## src/rtl/mc_ctrl_pkg.sv

```systemverilog
// Shared encodings for the multicycle controller: state codes, opcodes/funcs,
// decoded op classes and PC source selects.
package mc_ctrl_pkg;

  typedef enum logic [2:0] {
    ST_IDLE   = 3'd0,
    ST_FETCH  = 3'd1,
    ST_DECODE = 3'd2,
    ST_EXEC   = 3'd3,
    ST_MEM    = 3'd4,
    ST_WB     = 3'd5
  } state_e;

  localparam logic [5:0] OP_R_FORM = 6'h00;
  localparam logic [5:0] OP_J      = 6'h02;
  localparam logic [5:0] OP_JAL    = 6'h03;
  localparam logic [5:0] OP_BEQ    = 6'h04;
  localparam logic [5:0] OP_BNE    = 6'h05;
  localparam logic [5:0] OP_ADDI   = 6'h08;
  localparam logic [5:0] OP_ADDIU  = 6'h09;
  localparam logic [5:0] OP_SLTI   = 6'h0A;
  localparam logic [5:0] OP_ANDI   = 6'h0C;
  localparam logic [5:0] OP_ORI    = 6'h0D;
  localparam logic [5:0] OP_XORI   = 6'h0E;
  localparam logic [5:0] OP_LW     = 6'h23;
  localparam logic [5:0] OP_SW     = 6'h2B;

  localparam logic [5:0] FN_JR     = 6'h08;
  localparam logic [5:0] FN_JALR   = 6'h09;

  localparam logic [1:0] PC_SEQ = 2'd0;
  localparam logic [1:0] PC_BR  = 2'd1;
  localparam logic [1:0] PC_JMP = 2'd2;
  localparam logic [1:0] PC_REG = 2'd3;

  typedef enum logic [3:0] {
    CLS_ALU,
    CLS_LOAD,
    CLS_STORE,
    CLS_BEQ,
    CLS_BNE,
    CLS_J,
    CLS_JAL,
    CLS_JR,
    CLS_JALR,
    CLS_ILLEGAL
  } op_cls_e;

  // Classes that write a result register after EXEC.
  function automatic logic cls_writes_reg(input op_cls_e c);
    return (c == CLS_ALU) || (c == CLS_JAL) || (c == CLS_JALR);
  endfunction

endpackage

```

## src/rtl/mc_ctrl_op_class.sv

```systemverilog
// Combinational opcode/func to op-class decode for the multicycle controller.
module op_class
  import mc_ctrl_pkg::*;
(
  input  logic [5:0] opcode,
  input  logic [5:0] funct,
  output op_cls_e    cls
);

  always_comb begin
    cls = CLS_ILLEGAL;
    case (opcode)
      OP_R_FORM: begin
        case (funct)
          FN_JR:   cls = CLS_JR;
          FN_JALR: cls = CLS_JALR;
          default: cls = CLS_ALU;
        endcase
      end
      OP_ADDI, OP_ADDIU, OP_SLTI,
      OP_ANDI, OP_ORI, OP_XORI: cls = CLS_ALU;
      OP_LW:   cls = CLS_LOAD;
      OP_SW:   cls = CLS_STORE;
      OP_BEQ:  cls = CLS_BEQ;
      OP_BNE:  cls = CLS_BNE;
      OP_J:    cls = CLS_J;
      OP_JAL:  cls = CLS_JAL;
      default: cls = CLS_ILLEGAL;
    endcase
  end

endmodule

```

## src/rtl/mc_ctrl.sv

```systemverilog
// Multicycle instruction sequencer: fetch/decode/exec/mem/wb with memory
// wait timeout, sticky error flags and a retired-instruction counter.
//
// state  | meaning
// IDLE   | stopped, waiting for Run
// FETCH  | instruction read in flight, waiting for MemAck
// DECODE | op class resolved from Ins
// EXEC   | ALU active, jumps/branches load PC here
// MEM    | load/store in flight, waiting for MemAck
// WB     | one-cycle register write
module mc_ctrl
  import mc_ctrl_pkg::*;
#(
  parameter int MEM_TIMEOUT = 16
) (
  input  logic        CLK,
  input  logic        RST,
  input  logic        Run,
  input  logic [31:0] Ins,
  input  logic        Zero,
  input  logic        MemAck,
  output logic        MemReq,
  output logic        MemWr,
  output logic        IrLoad,
  output logic        PcLoad,
  output logic [1:0]  PcSrc,
  output logic        RegWE,
  output logic        ExEn,
  output logic        Busy,
  output logic        Illegal,
  output logic        Timeout,
  output logic [2:0]  State,
  output logic [31:0] RetireCnt
);

  localparam int WW = $clog2(MEM_TIMEOUT + 1);

  state_e        state, state_nxt;
  op_cls_e       cls;
  logic [WW-1:0] wait_cnt;
  logic          retire, to_hit, wait_last, take_br, is_jump;
  logic          unused_ins_bits;

  op_class u_op_class (
    .opcode (Ins[31:26]),
    .funct  (Ins[5:0]),
    .cls    (cls)
  );

  assign unused_ins_bits = ^Ins[25:6];
  assign wait_last = (wait_cnt == WW'(MEM_TIMEOUT - 1));
  assign take_br   = ((cls == CLS_BEQ) && Zero) || ((cls == CLS_BNE) && !Zero);
  assign is_jump   = (cls == CLS_J) || (cls == CLS_JAL) || (cls == CLS_JR) || (cls == CLS_JALR);

  always_comb begin
    state_nxt = state;
    retire    = 1'b0;
    to_hit    = 1'b0;
    case (state)
      ST_IDLE:   if (Run) state_nxt = ST_FETCH;
      ST_FETCH: begin
        if (MemAck) state_nxt = ST_DECODE;
        else if (wait_last) begin
          state_nxt = ST_IDLE;
          to_hit    = 1'b1;
        end
      end
      ST_DECODE: begin
        if (cls == CLS_ILLEGAL) retire = 1'b1;
        else                    state_nxt = ST_EXEC;
      end
      ST_EXEC: begin
        if (cls_writes_reg(cls))                          state_nxt = ST_WB;
        else if ((cls == CLS_LOAD) || (cls == CLS_STORE)) state_nxt = ST_MEM;
        else                                              retire = 1'b1;
      end
      ST_MEM: begin
        if (MemAck) begin
          if (cls == CLS_LOAD) state_nxt = ST_WB;
          else                 retire = 1'b1;
        end else if (wait_last) begin
          state_nxt = ST_IDLE;
          to_hit    = 1'b1;
        end
      end
      ST_WB:     retire = 1'b1;
      default:   state_nxt = ST_IDLE;
    endcase
    // Instruction boundary: Run decides whether to continue.
    if (retire) state_nxt = Run ? ST_FETCH : ST_IDLE;
  end

  // PC/IR strobes react to MemAck and Zero in the same cycle.
  always_comb begin
    IrLoad = 1'b0;
    PcLoad = 1'b0;
    PcSrc  = PC_SEQ;
    if ((state == ST_FETCH) && MemAck) begin
      IrLoad = 1'b1;
      PcLoad = 1'b1;
    end else if (state == ST_EXEC) begin
      if ((cls == CLS_J) || (cls == CLS_JAL)) PcSrc = PC_JMP;
      else if ((cls == CLS_JR) || (cls == CLS_JALR)) PcSrc = PC_REG;
      else if (take_br) PcSrc = PC_BR;
      PcLoad = is_jump || take_br;
    end
  end

  always_ff @(posedge CLK) begin
    if (!RST) begin
      state     <= ST_IDLE;
      wait_cnt  <= '0;
      RetireCnt <= '0;
      Illegal   <= 1'b0;
      Timeout   <= 1'b0;
      MemReq    <= 1'b0;
      MemWr     <= 1'b0;
      ExEn      <= 1'b0;
      RegWE     <= 1'b0;
      Busy      <= 1'b0;
    end else begin
      state <= state_nxt;
      if (retire) RetireCnt <= RetireCnt + 32'd1;
      if ((state == ST_DECODE) && (cls == CLS_ILLEGAL)) Illegal <= 1'b1;
      if (to_hit) Timeout <= 1'b1;
      if (state_nxt != state) wait_cnt <= '0;
      else if (((state == ST_FETCH) || (state == ST_MEM)) && !MemAck) wait_cnt <= wait_cnt + WW'(1);
      // Moore outputs registered from the next state.
      MemReq <= (state_nxt == ST_FETCH) || (state_nxt == ST_MEM);
      MemWr  <= (state_nxt == ST_MEM) && (cls == CLS_STORE);
      ExEn   <= (state_nxt == ST_EXEC);
      RegWE  <= (state_nxt == ST_WB);
      Busy   <= (state_nxt != ST_IDLE);
    end
  end

  assign State = state;

endmodule
```

## config.mk

```make
export PLATFORM = sky130hd
export DESIGN_NAME = mc_ctrl
export DESIGN_NICKNAME = d
export VERILOG_FILES = /design/src/rtl/mc_ctrl_pkg.sv /design/src/rtl/mc_ctrl_op_class.sv /design/src/rtl/mc_ctrl.sv
export SDC_FILE = /design/constraint.sdc
export NUM_CORES = 1
export LEC_CHECK = 0
export CORE_MARGIN = 2
export CORE_UTILIZATION = 49
export CTS_BUF_LIST = sky130_fd_sc_hd__clkbuf_4 sky130_fd_sc_hd__clkbuf_8
export DETAILED_ROUTE_END_ITERATION = 12
export MAX_ROUTING_LAYER = met4
export PLACE_DENSITY = 0.87
export SETUP_SLACK_MARGIN = 0.5
export SKIP_LAST_GASP = 1
export SYNTH_ARGS = -nofsm -noshare
export SYNTH_HDL_FRONTEND = slang
export SYNTH_HIERARCHICAL = 1
export SYNTH_SLANG_ARGS = --single-unit
```

## constraint.sdc

```tcl
create_clock -name CLK -period 5.15 [get_ports CLK]
set_input_delay 1.2875 -clock CLK [delete_from_list [all_inputs] [get_ports CLK]]
set_output_delay 1.2875 -clock CLK [all_outputs]
set_load 0.1 [all_outputs]
```

Word-level counts from Yosys, hierarchy flattened
Index checks and enable logic that the tools add are counted.
- register bits after elaboration: 47
- latch bits: 0
- bits in writable memories: 0
- bits in read-only memories: 0
- memories kept: 0
- add/subtract/negate cells: 2
- multiply operators: 0
- div/mod/pow operators: 0
- magnitude comparators: 0
- equal/unequal tests: 34
- shifts and indexed selects: 0
- muxes and demuxes: 30
- bitwise gates (word level): 1
- reductions and logical operators: 26
- operator list (operator ; number):
    == test 6 x 4 -> 1 bit (second input constant) ; 8
    adder 32 x 1 -> 32 bit (second input constant) ; 1
    one-hot mux 4 bit (8 select lines) ; 1
    2-to-1 mux 3 bit ; 9
    one-hot mux 3 bit (6 select lines) ; 1
    == test 4 x 3 -> 1 bit (second input constant) ; 4
    2-to-1 mux 1 bit ; 13
    == test 3 bit (second input constant) ; 4
    == test 6 x 2 -> 1 bit (second input constant) ; 2
    == test 6 x 3 -> 1 bit (second input constant) ; 2
    == test 6 bit (second input constant) ; 2
    logical OR 1 bit ; 11
    == test 3 x 2 -> 1 bit (second input constant) ; 3
    == test 4 x 2 -> 1 bit (second input constant) ; 2
    == test 4 bit (second input constant) ; 2
    2-to-1 mux 2 bit ; 4
    one-hot mux 4 bit (2 select lines) ; 1
    == test 3 x 1 -> 1 bit (second input constant) ; 2
    logical AND 1 bit ; 6
    logical NOT 6 bit ; 1
    OR reduction 6 bit ; 1
    adder 5 x 1 -> 5 bit (second input constant) ; 1
    == test 5 x 4 -> 1 bit (second input constant) ; 1
    == test 4 x 1 -> 1 bit (second input constant) ; 1
    8 further kinds ; 10

Longest topological paths before layout
- word-level depth: 11
- gate-level depth with buffers: 13

Cells and area by module
The synthesis kept the hierarchy.
- modules (own cells, without submodules) (module ; times used ; cells each ; area an instance (µm²)):
    mc_ctrl ; 1 ; 293 ; 2652.5
    op_class ; 1 ; 32 ; 210.2

Least setup slack after synthesis
OpenSTA, ideal clock, no wires.
- path kind: input -> output
- start point: input port MemAck
- end point: output port PcLoad
- arrival: 6.018 ns
- data required time: 3.863 ns
- path slack: -2.155 ns
- stages on the path: 4
- path buffers: 1
- cells stage by stage: clkbuf_1 -> nor4b_1 -> a31oi_1 -> o21ai_0
- word-level cells in the longest chain between the ends: 2
- ends and longest elaborated chain (item ; line ; RTL):
    start, declared ; mc_ctrl.sv:21 ; input logic MemAck,
    logical AND 1 bit ; mc_ctrl.sv:98 ; if ((state == ST_FETCH) && MemAck) begin
    2-to-1 mux 1 bit ; mc_ctrl.sv:98 ;
    end, declared ; mc_ctrl.sv:25 ; output logic PcLoad,
No other way between the ends.

Final worst setup path
- start point: input port Ins[1]
- end point: output port PcLoad
- word-level cells in the longest chain between the ends: 10
- ends and longest elaborated chain (item ; line ; RTL):
    start, declared ; mc_ctrl.sv:19 ; input logic [31:0] Ins,
    == test 6 x 4 -> 1 bit ; mc_ctrl_op_class.sv:14 ; case (funct)
    one-hot mux 4 bit (2 select lines) (*) ; mc_ctrl_op_class.sv:14 ;
    one-hot mux 4 bit (8 select lines) (*) ; mc_ctrl_op_class.sv:12 ; case (opcode)
    net cls[2] ; mc_ctrl.sv:39 ; op_cls_e cls;
    == test 4 x 3 -> 1 bit ; mc_ctrl.sv:53 ; assign is_jump = (cls == CLS_J) || (cls == CLS_JAL) || (cls == CLS_JR) || (cls == CLS_JALR);
    logical OR 1 bit (3 in a row) ; mc_ctrl.sv:53 ;
    logical OR 1 bit (*) ; mc_ctrl.sv:105 ; PcLoad = is_jump || take_br;
    2-to-1 mux 1 bit (*) ; mc_ctrl.sv:101 ; end else if (state == ST_EXEC) begin
    2-to-1 mux 1 bit (*) ; mc_ctrl.sv:98 ;
The timed path passes the listed nets; every way through them passes the cells marked *.

==> run metrics <==
clk_skew=0.00474 ns; Total Routing Usage GR=24.1%; fin. max-slew vios=0; initial antenna violation count=0; Least-Margin Pin Slew=1.10 ns; vias in the first global route=2587; Post-Syn Instances=325; Core ar.=5570 µm²; Crit. Startpoint=Ins[1]; WP buf/inv=3; Inserted Diodes=0; WL/cell=16.2 µm; R2R depth=6; Hold Crit Class=reg2reg; final hold violation count=0; mapped cell area=2860 µm²; proportion of power drawn by combinational gates=27.4%; largest area contributor in the netlist=dfxtp_1; outcome=finished, final reports clean; Row Count=27; I/O Buffers=62; Synth cell types=61; clock power share=26.9%; layout cells sized above 1=22.8%; first-pass GRT wire length=12100 µm; WP data required=3.86 ns; period utilisation layout=91.3%; Initial Util=51.4%; grt total ovfl=0; DRT Pass-1 Iters=4; chip width=80.4 µm; critical path capture point=PcLoad; PD cells=214 nW/µm²; Mean Syn Cell Area=8.81 µm²; Clock Latency Late Sink=0.30 ns; commonest cells in the netlist=dfxtp_1 (47), and2_1 (34), nand2_1 (23), nor2_1 (22), xnor2_1 (20); DRT antenna net count=0; leakage=1.49 nW; CTS max path bufs=2; H-tree depth=2; I/O pin count=83; crit-path leading delay family=simple AND/OR/NAND/NOR gates; internal power=0.551 mW; total CTS buffers=5; sequential power share=45.8%; r2r endpoint=Busy$_SDFF_PN0_; register bit total from synthesis=47; Final #Nets=442; Mapped Nets=365; share of the synthesized area in the top cell type=32.9%; Clk pin slew, worst setup/hold paths=0.08 ns; max-cap violations=0; count leader, synth=dfxtp_1; TritonCTS clock tree=done; Worst EP arrival=3.41 ns; area grow syn2layout=37.1%; GP Congestion=0.903; crit path max fanout=4; Die Footprint=6470 µm²; Seq/Total Area, Yosys=32.9%; via count=2718; Via density=5.72; DRT iter0 DRCs=190; RR Startpoint=State[0]$_SDFF_PN0_; Slew Limit Headroom=26.7%; DRC violations left=0; Final Instance Area=3930 µm²; Tmin final=4.70 ns; die height=80.4 µm; CP Capture Type=output port; Final setup viols=0; Sink Count=47; Max IR drop VDD=157 µV; setup TNS=0 ns; DP Area=3600 µm²; largest net degree at the start of global routing=40; Post-CTS Hold Fix Bufs=0; fillcell total=413; R2R Setup Slk=2.67 ns; Root Buffer=clkbuf_8; switching pwr=0.289 mW; Highest Clock Rate=0.213 GHz; Worst path max stage delay=0.55 ns; crit-path cells=clkbuf_2 > or4b_4 > nor3_4 > a211oi_2 > a211oi_2 > inv_2 > nor4b_4 > a31oi_2 > o21ai_4 > buf_12; Critical Path Source Type=primary input; CP max-delay cell=or4b_4; area of the multi-input gates=1980 µm²; Async SR Flop Fraction=0%; WP depth=10; switch share=34.4%; Detail Placement HPWL=4960 µm; CP Class=in2out; Synth warnings=6; Primary FF master, synth=dfxtp_1; RSZ-0062 raised after global routing=true; EDFF count, synth=0; ranking of synthesized cells by area=dfxtp_1 (33%), and2_1 (7.4%), xnor2_1 (6.1%); Register Area=941 µm²; Routed WL=7710 µm; cell mode on critical path=a211oi_2
routing by layer:
layer,global-route usage [%],share of wire (%),vias up
met1,29.3,44,1304
met4,6.10,1.4,0
met3,3.15,4.7,9
li1,-,-,1312
met2,42.3,50,93
met5,-,0,-
layout by cell type, fill, tap and decap left out, types with 3 or more instances in the layout:
cell type / synthesis / routed
dfxtp_1: 47 / 47
clkdlybuf4s50_1: 0 / 47
and2_1: 34 / 34
nand2_1: 23 / 22
buf_4: 1 / 21
xnor2_1: 20 / 20
nor2_1: 22 / 18
xor2_1: 15 / 15
nand4_1: 12 / 12
and3_1: 11 / 11
inv_1: 9 / 8
nand3_1: 6 / 6
nor4_2: 6 / 6
nor3_1: 7 / 5
nand2b_1: 5 / 5
nor2b_1: 5 / 5
o21ai_0: 7 / 5
a21oi_1: 8 / 5
clkbuf_8: 0 / 5
clkbuf_2: 0 / 5
dlygate4sd2_1: 0 / 5
nor2_4: 0 / 4
a211oi_2: 0 / 4
o21ai_2: 3 / 4
nand4b_1: 4 / 4
nor4_1: 4 / 4
and4_1: 3 / 3
o21a_1: 3 / 3
nor3_2: 2 / 3
ha_1: 3 / 3
buf_12: 1 / 3
sequential cells by signal, summed over array words and instances, names as in the netlist:
name / cells
wait_cnt: 5
MemWr: 1
RegWE: 1
Timeout: 1
ExEn: 1
MemReq: 1
State: 3
RetireCnt: 32
Busy: 1
Illegal: 1
through the flow:
stage	util (%)	setup WS, ns	instances	total power [mW]	hold WS (ns)
2_1_floorplan	-	0.449	325	0.545	0.471
3_3_place_gp	64.5	0.147	449	0.589	0.473
3_5_place_dp	64.5	0.0693	449	0.594	0.484
4_1_cts	68.7	0.507	469	0.824	0.496
5_1_grt	70.4	0.368	475	0.874	0.519
6_report	70.4	0.448	475	0.841	0.498
logic make-up after synthesis:
kind of cell             after synthesis  synth area share (%)
adder cells (fa/ha/maj)                3                  1.31
AND/OR/NAND/NOR                      165                  36.9
multiplexers                           3                  1.09
AO/OA/AOI/OAI                         48                  12.6
buffers and inverters                 24                  4.55
flip-flops                            47                  32.9
XOR/XNOR                              35                  10.7
how the worst min path moves through the flow:
stage,slack (ns),depth (start not counted),to,from
5_1_grt,0.52,2,wait_cnt[4]$_SDFFE_PP0P_,wait_cnt[4]$_SDFFE_PP0P_
6_report,0.50,2,wait_cnt[4]$_SDFFE_PP0P_,wait_cnt[4]$_SDFFE_PP0P_
3_3_place_gp,0.47,2,Timeout$_SDFFE_PN0P_,Timeout$_SDFFE_PN0P_
4_1_cts,0.50,2,wait_cnt[4]$_SDFFE_PP0P_,wait_cnt[4]$_SDFFE_PP0P_
2_1_floorplan,0.47,2,wait_cnt[4]$_SDFFE_PP0P_,wait_cnt[4]$_SDFFE_PP0P_
3_5_place_dp,0.48,2,wait_cnt[4]$_SDFFE_PP0P_,wait_cnt[4]$_SDFFE_PP0P_
power by group through the flow:
stage | combinational, mW | clock (mW) | sequential (mW)
2_1_floorplan | 0.108 | 0 | 0.436
3_3_place_gp | 0.197 | 0 | 0.392
3_5_place_dp | 0.201 | 0 | 0.393
4_1_cts | 0.209 | 0.231 | 0.384
5_1_grt | 0.242 | 0.246 | 0.386
6_report | 0.230 | 0.226 | 0.385
layout make-up:
class                      count  share of cell area, %
inverter                       9                  0.861
sequential                    47                   24.0
tap                           72                   2.30
clock inverter                 2                  0.319
timing repair buffer          84                   20.1
multi-input combinational    255                   50.5
clock buffer                   6                   1.94
repair_timing:
action | CTS | global route
pin swaps | 9 | 12
setup endpoints to repair | 3 | 39
cloned | 0 | 1
endpoints found under the hold margin | 0 | 0
resized for setup | 33 | 18
setup buffers | 12 | 5
worst min-delay path, stage by stage, from the launching register on:
cell and delay (ns):
dfxtp_1 0.32, nor2_1 0.10, a211oi_1 0.04
Note: power is estimated with default switching activity, not from simulation.
